<file path="src/rtl/uart_tx_fifo.sv">
// UART transmitter with configurable frame format and an input FIFO.
// Queued words go out back-to-back with no idle gap between frames.
module uart_tx_fifo #(
    parameter int DATA_BITS    = 8,
    parameter int CLKS_PER_BIT = 8,
    parameter int PARITY       = 0,
    parameter int STOP_BITS    = 1,
    parameter int FIFO_DEPTH   = 4
) (
    input  logic                          clk,
    input  logic                          rst,
    input  logic [DATA_BITS-1:0]          data,
    input  logic                          start,
    output logic                          tx,
    output logic                          ready,
    output logic                          busy,
    output logic [$clog2(FIFO_DEPTH):0]   fifo_count
);

    localparam int PTR_W = $clog2(FIFO_DEPTH);
    localparam int CW    = PTR_W + 1;
    localparam int BAUD_W = $clog2(CLKS_PER_BIT);
    localparam int BIT_W  = $clog2(DATA_BITS);

    localparam logic [2:0] S_IDLE   = 3'd0;
    localparam logic [2:0] S_START  = 3'd1;
    localparam logic [2:0] S_DATA   = 3'd2;
    localparam logic [2:0] S_PARITY = 3'd3;
    localparam logic [2:0] S_STOP   = 3'd4;

    if (DATA_BITS < 5 || DATA_BITS > 9 || CLKS_PER_BIT < 2 || PARITY < 0 || PARITY > 2 ||
        STOP_BITS < 1 || STOP_BITS > 2 || FIFO_DEPTH < 2 || (FIFO_DEPTH & (FIFO_DEPTH - 1)) != 0)
    begin : g_param_check
        $error("uart_tx_fifo: illegal parameter combination");
    end

    function automatic logic parity_bit(input logic [DATA_BITS-1:0] w);
        return (PARITY == 1) ? ~(^w) : (^w);
    endfunction

    logic [DATA_BITS-1:0] r_mem [FIFO_DEPTH];
    logic [PTR_W-1:0]     r_wr_ptr;
    logic [PTR_W-1:0]     r_rd_ptr;
    logic [CW-1:0]        r_count;

    logic [2:0]           r_state;
    logic [BAUD_W-1:0]    r_baud;
    logic [BIT_W-1:0]     r_bit_idx;
    logic                 r_stop_idx;
    logic [DATA_BITS-1:0] r_shift;
    logic                 r_par;
    logic                 r_tx;

    logic                 w_push;
    logic                 w_pop;
    logic                 w_baud_last;
    logic                 w_stop_last;
    logic                 w_data_last;
    logic                 w_fifo_empty;
    logic [BIT_W-1:0]     w_bit_nxt;

    assign w_fifo_empty = (r_count == '0);
    assign w_baud_last  = (r_baud == BAUD_W'(CLKS_PER_BIT - 1));
    assign w_stop_last  = (r_stop_idx == 1'(STOP_BITS - 1));
    assign w_data_last  = (r_bit_idx == BIT_W'(DATA_BITS - 1));
    assign w_bit_nxt    = w_data_last ? '0 : r_bit_idx + 1'b1;

    assign ready      = (r_count != CW'(FIFO_DEPTH));
    assign w_push     = start & ready;
    // Pop either from idle or on the final stop cycle so the next start bit follows with no gap.
    assign w_pop      = !w_fifo_empty &&
                        ((r_state == S_IDLE) ||
                         (r_state == S_STOP && w_baud_last && w_stop_last));
    assign tx         = r_tx;
    assign busy       = (r_state != S_IDLE);
    assign fifo_count = r_count;

    always_ff @(posedge clk) begin
        if (w_push) begin
            r_mem[r_wr_ptr] <= data;
        end
        if (w_pop) begin
            r_shift <= r_mem[r_rd_ptr];
            r_par   <= parity_bit(r_mem[r_rd_ptr]);
        end
    end

    always_ff @(posedge clk or posedge rst) begin
        if (rst) begin
            r_wr_ptr <= '0;
            r_rd_ptr <= '0;
            r_count  <= '0;
        end else begin
            if (w_push) begin
                r_wr_ptr <= r_wr_ptr + 1'b1;
            end
            if (w_pop) begin
                r_rd_ptr <= r_rd_ptr + 1'b1;
            end
            case ({w_push, w_pop})
                2'b10:   r_count <= r_count + 1'b1;
                2'b01:   r_count <= r_count - 1'b1;
                default: r_count <= r_count;
            endcase
        end
    end

    always_ff @(posedge clk or posedge rst) begin
        if (rst) begin
            r_state    <= S_IDLE;
            r_baud     <= '0;
            r_bit_idx  <= '0;
            r_stop_idx <= 1'b0;
            r_tx       <= 1'b1;
        end else begin
            case (r_state)
                S_IDLE: begin
                    r_baud <= '0;
                    if (!w_fifo_empty) begin
                        r_tx    <= 1'b0;
                        r_state <= S_START;
                    end
                end
                S_START: begin
                    if (w_baud_last) begin
                        r_baud    <= '0;
                        r_bit_idx <= '0;
                        r_tx      <= r_shift[0];
                        r_state   <= S_DATA;
                    end else begin
                        r_baud <= r_baud + 1'b1;
                    end
                end
                S_DATA: begin
                    if (w_baud_last) begin
                        r_baud <= '0;
                        if (w_data_last) begin
                            if (PARITY != 0) begin
                                r_tx    <= r_par;
                                r_state <= S_PARITY;
                            end else begin
                                r_tx       <= 1'b1;
                                r_stop_idx <= 1'b0;
                                r_state    <= S_STOP;
                            end
                        end else begin
                            r_bit_idx <= w_bit_nxt;
                            r_tx      <= r_shift[w_bit_nxt];
                        end
                    end else begin
                        r_baud <= r_baud + 1'b1;
                    end
                end
                S_PARITY: begin
                    if (w_baud_last) begin
                        r_baud     <= '0;
                        r_tx       <= 1'b1;
                        r_stop_idx <= 1'b0;
                        r_state    <= S_STOP;
                    end else begin
                        r_baud <= r_baud + 1'b1;
                    end
                end
                S_STOP: begin
                    if (w_baud_last) begin
                        r_baud <= '0;
                        if (w_stop_last) begin
                            if (!w_fifo_empty) begin
                                r_tx    <= 1'b0;
                                r_state <= S_START;
                            end else begin
                                r_state <= S_IDLE;
                            end
                        end else begin
                            r_stop_idx <= 1'b1;
                        end
                    end else begin
                        r_baud <= r_baud + 1'b1;
                    end
                end
                default: begin
                    r_tx    <= 1'b1;
                    r_baud  <= '0;
                    r_state <= S_IDLE;
                end
            endcase
        end
    end

endmodule

</file>
<file path="config.mk">
export PLATFORM = sky130hd
export DESIGN_NAME = uart_tx_fifo
export DESIGN_NICKNAME = d
export VERILOG_FILES = /design/src/rtl/uart_tx_fifo.sv
export SDC_FILE = /design/constraint.sdc
export NUM_CORES = 1
export LEC_CHECK = 0
export CORE_ASPECT_RATIO = 1.75
export CORE_UTILIZATION = 60
export DETAILED_ROUTE_END_ITERATION = 6
export GPL_ROUTABILITY_DRIVEN = 0
export PLACE_DENSITY_LB_ADDON = 0.12
export SYNTH_ARGS = -nofsm -noshare
export SYNTH_HDL_FRONTEND = slang
export SYNTH_SLANG_ARGS = --single-unit
</file>
<file path="constraint.sdc">
create_clock -name clk -period 6 [get_ports clk]
set_input_delay 0.6 -clock clk [delete_from_list [all_inputs] [get_ports clk]]
set_output_delay 0.6 -clock clk [all_outputs]
set_load 0.02 [all_outputs]
</file>
==> flow_metrics.env, run 1 <==
export IMPL_synth_area_leaders="edfxtp_1, dfrtp_1, mux4_2"
export IMPL_dp_hpwl_mm=2.84
export IMPL_final_util=0.741
export IMPL_hp_class="flip-flop to flip-flop"
export IMPL_cts_repair_resized=0
export IMPL_mostFrequentLayoutCells="edfxtp_1, dfrtp_1, clkdlybuf4s50_1"
export IMPL_critPathCaptureType="flip-flop"
export IMPL_setup_viol=0
export IMPL_fin_setup_tns_ns=0
export IMPL_worstSetupStartpointType="flip-flop"
export IMPL_syn_inst=153
export IMPL_track_usage=0.218
export IMPL_relSlewSlack=0.232
export IMPL_min_period_ns=3.23
export IMPL_drv_slew=0
export IMPL_yosysTopAreaCellShare=0.493
export IMPL_rsz0062_at_grt="no"
export IMPL_rows=30
export IMPL_seq_area_sq_mm=0.00163
export IMPL_yosys_warnings=0
export IMPL_cp_arrival_ns=3.49
export IMPL_fp_dieArea_sq_mm=0.00433
export IMPL_drt_iter0_drc=24
export IMPL_power_density_mw_per_mm2=510
export IMPL_io_pin_count=17
export IMPL_globalRouteMet2Util=0.401
export IMPL_yosysSeqAreaShare=0.669
export IMPL_leakagePower_nw=1.10
export IMPL_first_global_vias=1414
export IMPL_status="complete, no violations"
export IMPL_start_util=0.630
export IMPL_yosys_register_bits=57
export IMPL_max_cap_viol_count=0
export IMPL_cts_tree="built"
export IMPL_stdcell_count=228
export IMPL_synth_distinct_cells=36
export IMPL_drc=0
export IMPL_period_share=0.539
export IMPL_coreArea_sq_mm=0.00387
export IMPL_final_nets=196
export IMPL_vias_per_cell=5.83
export IMPL_ant_nets=0
export IMPL_post_cts_setup_buffers=0
export IMPL_clock_sinks=57
export IMPL_synth_fp_nets=174
export IMPL_path_class="flip-flop to flip-flop"
export IMPL_synth_edff_count=40
export IMPL_cts_buffers_inserted=9
export IMPL_die_width_microns=50.2
export IMPL_critPathRequiredTime_ns=6.26
export IMPL_tightest_slew_ns=1.15
export IMPL_hold_buffers=0
export IMPL_ys_flop_type="edfxtp_1"
export IMPL_clockRootBuffer="clkbuf_8"
export IMPL_htree_levels=3
export IMPL_clk_latency_ns=0.33
export IMPL_cts_buffer_depth=2
export IMPL_netlist_area_sq_mm=0.00243
export IMPL_drt_total_wl_mm=4.10
export IMPL_gr_total_overflow=0
export IMPL_hold_viol=0
export IMPL_grt_first_pass_wirelength_mm=6.40
export IMPL_die_h_microns=86.3
export IMPL_portBuffers=16
export IMPL_synth_avg_cell_area_sq_um=15.9
export IMPL_skew_ns=0.00630
export IMPL_multi_input_area_sq_um=744
export IMPL_via_count=1330
export IMPL_wl_per_cell_microns=18.0
export IMPL_met3_usage=0.0579
export IMPL_synth_largest_area_cell="edfxtp_1"
export IMPL_layout_drive_gt1_share=0.161
export IMPL_antenna_found_initial=0
export IMPL_cp_max_fo=11
export IMPL_final_common_cell="edfxtp_1"
export IMPL_grt_max_degree=18
export IMPL_numPlacedInstances=212
export IMPL_max_freq_mhz=309
export IMPL_busiest_layer="met2"
export IMPL_clk_pin_slew_ns=0.06
export IMPL_synthArstFlopShare=0.298
export IMPL_irDropWorstVdd_mv=0.375
export IMPL_antenna_cells=0
export IMPL_rrSetupSlack_ns=2.77
export IMPL_syn_to_final_growth_pct=17.7
export IMPL_grtUsageMet1=0.201
export IMPL_fillCellCount=247
export IMPL_drt_pass1_iter_count=4
==> cells in the mapped netlist, drive strengths merged, types with 2 or more instances <==
cell and count:
a21oi 4, and3 5, buf 3, clkbuf 2
dfrtp 16, edfxtp 40, ha 9, inv 11
mux2 2, mux2i 2, mux4 10, nand2 8
nand2b 3, nor2 6, nor2b 2, nor3 3
nor4b 2, o21ai 6, xnor2 3, xor2 3
==> final cells by class <==
type | count | share of cell area
repair buffers | 16 | 0.0559
clock inverters | 7 | 0.0380
well taps | 48 | 0.0210
clock buffers | 9 | 0.0432
inverters | 11 | 0.0144
flip-flops and latches | 57 | 0.568
multi-input cells | 80 | 0.260
==> routing by layer <==
metal | wire [microns] | part of all wire
met1 | 1470 | 0.36
met2 | 2390 | 0.58
met3 | 132 | 0.032
met4 | 103 | 0.025
met5 | 0 | 0
==> critical path, stage by stage, from the launching register on <==
cell,delay (ns)
dfrtp_1,0.35
ha_1,0.16
ha_1,0.31
nand2b_1,0.20
nor4b_2,0.93
ha_1,0.34
inv_1,0.06
fa_1,0.37
xor2_1,0.15
nor2_1,0.13
xor2_1,0.16
==> cell families after synthesis <==
| family | after synthesis | synth area share |
|---|---|---|
| xor gates and xnor gates | 6 | 0.0216 |
| DFF | 57 | 0.669 |
| adders and majority gates | 10 | 0.0545 |
| AOI/OAI and AO/OA | 15 | 0.0385 |
| buffers and inverters | 16 | 0.0257 |
| muxes | 14 | 0.112 |
| and+or+nand+nor | 35 | 0.0797 |
==> stage by stage <==
stage	hold slack [ns]	area (sq um)	setup WS (ns)	power, W
2_1_floorplan	0.414	2430	3.13	0.000925
3_3_place_gp	0.423	2630	2.96	0.00102
3_5_place_dp	0.451	2630	2.78	0.00106
4_1_cts	0.459	2870	2.73	0.00148
5_1_grt	0.466	2870	2.52	0.00154
6_report	0.448	2870	2.77	0.00146
==> where the power goes <==
group	internal, W	switching, W	total (W)
logic	0.000206	0.000192	0.000397
registers	0.000548	0.0000989	0.000647
clock network	0.000272	0.000146	0.000418
total	0.00103	0.000437	0.00146
==> state kept, by name (all words and copies together) (netlist names) <==
signal,count
fifo_count,3
r_baud,3
r_bit_idx,3
r_mem,32
r_rd_ptr,2
r_shift,8
r_state,3
r_wr_ptr,2
tx,1
==> path summary, 6_finish.rpt <==
check | start | end | cells past startpoint
worst max register to register | r_baud[0]$_DFF_PP0_ | fifo_count[2]$_DFFE_PP0P_ | 10
worst min-delay path | r_baud[0]$_DFF_PP0_ | r_baud[0]$_DFF_PP0_ | 1
max in group asynchronous | rst | r_wr_ptr[1]$_DFFE_PP0P_ | 2
worst max-delay path | r_baud[0]$_DFF_PP0_ | fifo_count[2]$_DFFE_PP0P_ | 10
min in group asynchronous | rst | r_baud[2]$_DFF_PP0_ | 2
worst min register to register | r_baud[0]$_DFF_PP0_ | r_baud[0]$_DFF_PP0_ | 1
No activity file was read; power rests on OpenSTA's default activity.
==> run 2, diff against run 1 <==
--- a/config.mk
+++ b/config.mk
@@ -6,7 +6,7 @@
 export NUM_CORES = 1
 export LEC_CHECK = 0
 export CORE_ASPECT_RATIO = 1.75
-export CORE_UTILIZATION = 60
+export CORE_UTILIZATION = 57
 export DETAILED_ROUTE_END_ITERATION = 6
 export GPL_ROUTABILITY_DRIVEN = 0
 export PLACE_DENSITY_LB_ADDON = 0.12
==> constraint.sdc (replaced) <==
create_clock -name clk -period 3.4 [get_ports clk]
set_input_delay 0.34 -clock clk [delete_from_list [all_inputs] [get_ports clk]]
set_output_delay 0.34 -clock clk [all_outputs]
set_load 0.02 [all_outputs]
==> flow_metrics.env, run 2 (synthesis results as in run 1) <==
export IMPL_wl_per_cell_microns=18.1
export IMPL_worstSetupStartpointType="flip-flop"
export IMPL_htree_levels=3
export IMPL_slowest_delay_ns=0.37
export IMPL_max_cap_viol_count=0
export IMPL_path_class="flip-flop to flip-flop"
export IMPL_hold_viol=0
export IMPL_rsz0062_at_grt="no"
export IMPL_mostFrequentLayoutCells="edfxtp_1, dfrtp_1, clkdlybuf4s50_1"
export IMPL_status="complete, no violations"
export IMPL_cpMostUsedCell="ha_1"
export IMPL_dp_hpwl_mm=2.83
export IMPL_vias_per_cell=5.74
export IMPL_clk_pin_slew_ns=0.07
export IMPL_hold_buffers=0
export IMPL_period_share=0.765
export IMPL_leakagePower_nw=1.10
export IMPL_io_pin_count=17
export IMPL_start_util=0.592
export IMPL_clk_latency_ns=0.34
export IMPL_syn_to_final_growth_pct=17.8
export IMPL_fillCellCount=301
export IMPL_hold_ws_ns=0.420
export IMPL_cts_buffers_inserted=9
export IMPL_track_usage=0.217
export IMPL_r2r_start="r_baud[0]$_DFF_PP0_"
export IMPL_critPathTopFamily="adder cells"
export IMPL_drt_pass1_iter_count=4
export IMPL_grt_first_pass_wirelength_mm=6.53
export IMPL_cts_tree="built"
export IMPL_drv_slew=0
export IMPL_clock_sinks=57
export IMPL_die_width_microns=51.4
export IMPL_irDropWorstVdd_mv=0.665
export IMPL_skew_ns=0.00917
export IMPL_layout_drive_gt1_share=0.171
export IMPL_cp_max_fo=11
export IMPL_drc=0
export IMPL_slowest_stage="fa_1"
export IMPL_grt_max_degree=18
export IMPL_crit_chain="ha_1 > ha_1 > nand2b_1 > nor4b_2 > buf_4 > ha_1 > inv_1 > fa_1 > xor2_1 > nor2_1 > xor2_1"
export IMPL_tightest_slew_ns=0.686
export IMPL_drt_total_wl_mm=4.17
export IMPL_path_buf_inv=2
export IMPL_rrSetupSlack_ns=0.80
export IMPL_fp_dieArea_sq_mm=0.00455
export IMPL_coreArea_sq_mm=0.00411
export IMPL_power_density_mw_per_mm2=892
export IMPL_reg_top3="r_mem: 32 flops, r_shift: 8 flops"
export IMPL_cts_buffer_depth=2
export IMPL_fin_setup_tns_ns=0
export IMPL_gr_total_overflow=0
export IMPL_rows=31
export IMPL_cp_arrival_ns=2.87
export IMPL_first_global_vias=1357
export IMPL_critPathRequiredTime_ns=3.66
export IMPL_antenna_cells=0
export IMPL_cp_num_cells=11
export IMPL_critPathCaptureType="flip-flop"
export IMPL_relSlewSlack=0.542
export IMPL_rr_endpoint="fifo_count[2]$_DFFE_PP0P_"
export IMPL_regMostFlops="r_mem"
export IMPL_largest_reg_flops=32
export IMPL_final_nets=197
export IMPL_hp_class="input pin to asynchronous set/reset pin"
export IMPL_antenna_found_initial=0
export IMPL_portBuffers=16
export IMPL_setup_viol=0
export IMPL_min_period_ns=2.60
export IMPL_post_cts_setup_buffers=0
export IMPL_ant_nets=0
export IMPL_via_count=1320
export IMPL_cts_repair_resized=0
export IMPL_max_freq_mhz=384
export IMPL_die_h_microns=88.5
export IMPL_clockRootBuffer="clkbuf_8"
export IMPL_drt_iter0_drc=13
export IMPL_final_common_cell="edfxtp_1"
export IMPL_r2r_cells=11
[run 2: changes by cell type in the layout (fill, tap and decap cells not counted)]
cell,previous run,this run
buf_4,0,1
bufinv_16,3,2
clkinv_1,1,0
clkinv_2,3,0
clkinv_4,0,2
clkinvlp_4,0,1
inv_6,0,2
[run 2: area by class of cell]
| class | count | area, sq um | share of cell area |
|---|---|---|---|
| clock buffer | 9 | 124 | 0.0432 |
| clock inverter | 7 | 103 | 0.0358 |
| multi-input combinational | 80 | 744 | 0.259 |
| sequential | 57 | 1630 | 0.567 |
| tap | 49 | 61.3 | 0.0214 |
| timing repair buffer | 17 | 168 | 0.0584 |
| inverter | 11 | 41.3 | 0.0144 |
[run 2: worst register-to-register path, cell delays in order (launching register included)]
cell and delay [ns]:
dfrtp_1 0.35, ha_1 0.15, ha_1 0.31, nand2b_1 0.21
nor4b_2 0.23, buf_4 0.23, ha_1 0.20, inv_1 0.06
fa_1 0.37, xor2_1 0.15, nor2_1 0.11, xor2_1 0.16
[run 2: power by group]
group / total [W] / internal, W / switching (W)
Sequential: 0.00115 / 0.000965 / 0.000181
Combinational: 0.000707 / 0.000367 / 0.000340
Clock: 0.000705 / 0.000419 / 0.000286
Total: 0.00256 / 0.00175 / 0.000807
[run 2: metrics by stage]
stage | area (sq um) | std cells | util | power (W) | setup WS, ns
3_3_place_gp | 2640 | 214 | 0.643 | 0.00181 | 0.968
2_1_floorplan | 2430 | 153 | - | 0.00163 | 0.525
6_report | 2870 | 230 | 0.698 | 0.00256 | 0.799
3_5_place_dp | 2640 | 214 | 0.643 | 0.00187 | 0.852
4_1_cts | 2870 | 230 | 0.698 | 0.00259 | 0.759
5_1_grt | 2870 | 230 | 0.698 | 0.00270 | 0.607
[run 2: layer usage]
layer | part of all wire | up-vias | track usage | routed length (microns)
met3 | 0.035 | 11 | 0.0722 | 148
met1 | 0.35 | 662 | 0.206 | 1450
met5 | 0 | - | 0 | 0
met4 | 0.029 | 0 | 0.130 | 122
met2 | 0.59 | 28 | 0.391 | 2450
li1 | - | 619 | - | -
[run 2: how the worst max path moves through the flow]
stage,from,slack (ns),to
global route,r_baud[0]$_DFF_PP0_,0.61,fifo_count[2]$_DFFE_PP0P_
CTS,r_baud[0]$_DFF_PP0_,0.76,fifo_count[2]$_DFFE_PP0P_
detailed placement,r_baud[0]$_DFF_PP0_,0.85,fifo_count[2]$_DFFE_PP0P_
global placement,r_baud[0]$_DFF_PP0_,0.97,fifo_count[2]$_DFFE_PP0P_
finish,r_baud[0]$_DFF_PP0_,0.80,fifo_count[2]$_DFFE_PP0P_
floorplan,r_baud[0]$_DFF_PP0_,0.53,fifo_count[2]$_DFFE_PP0P_
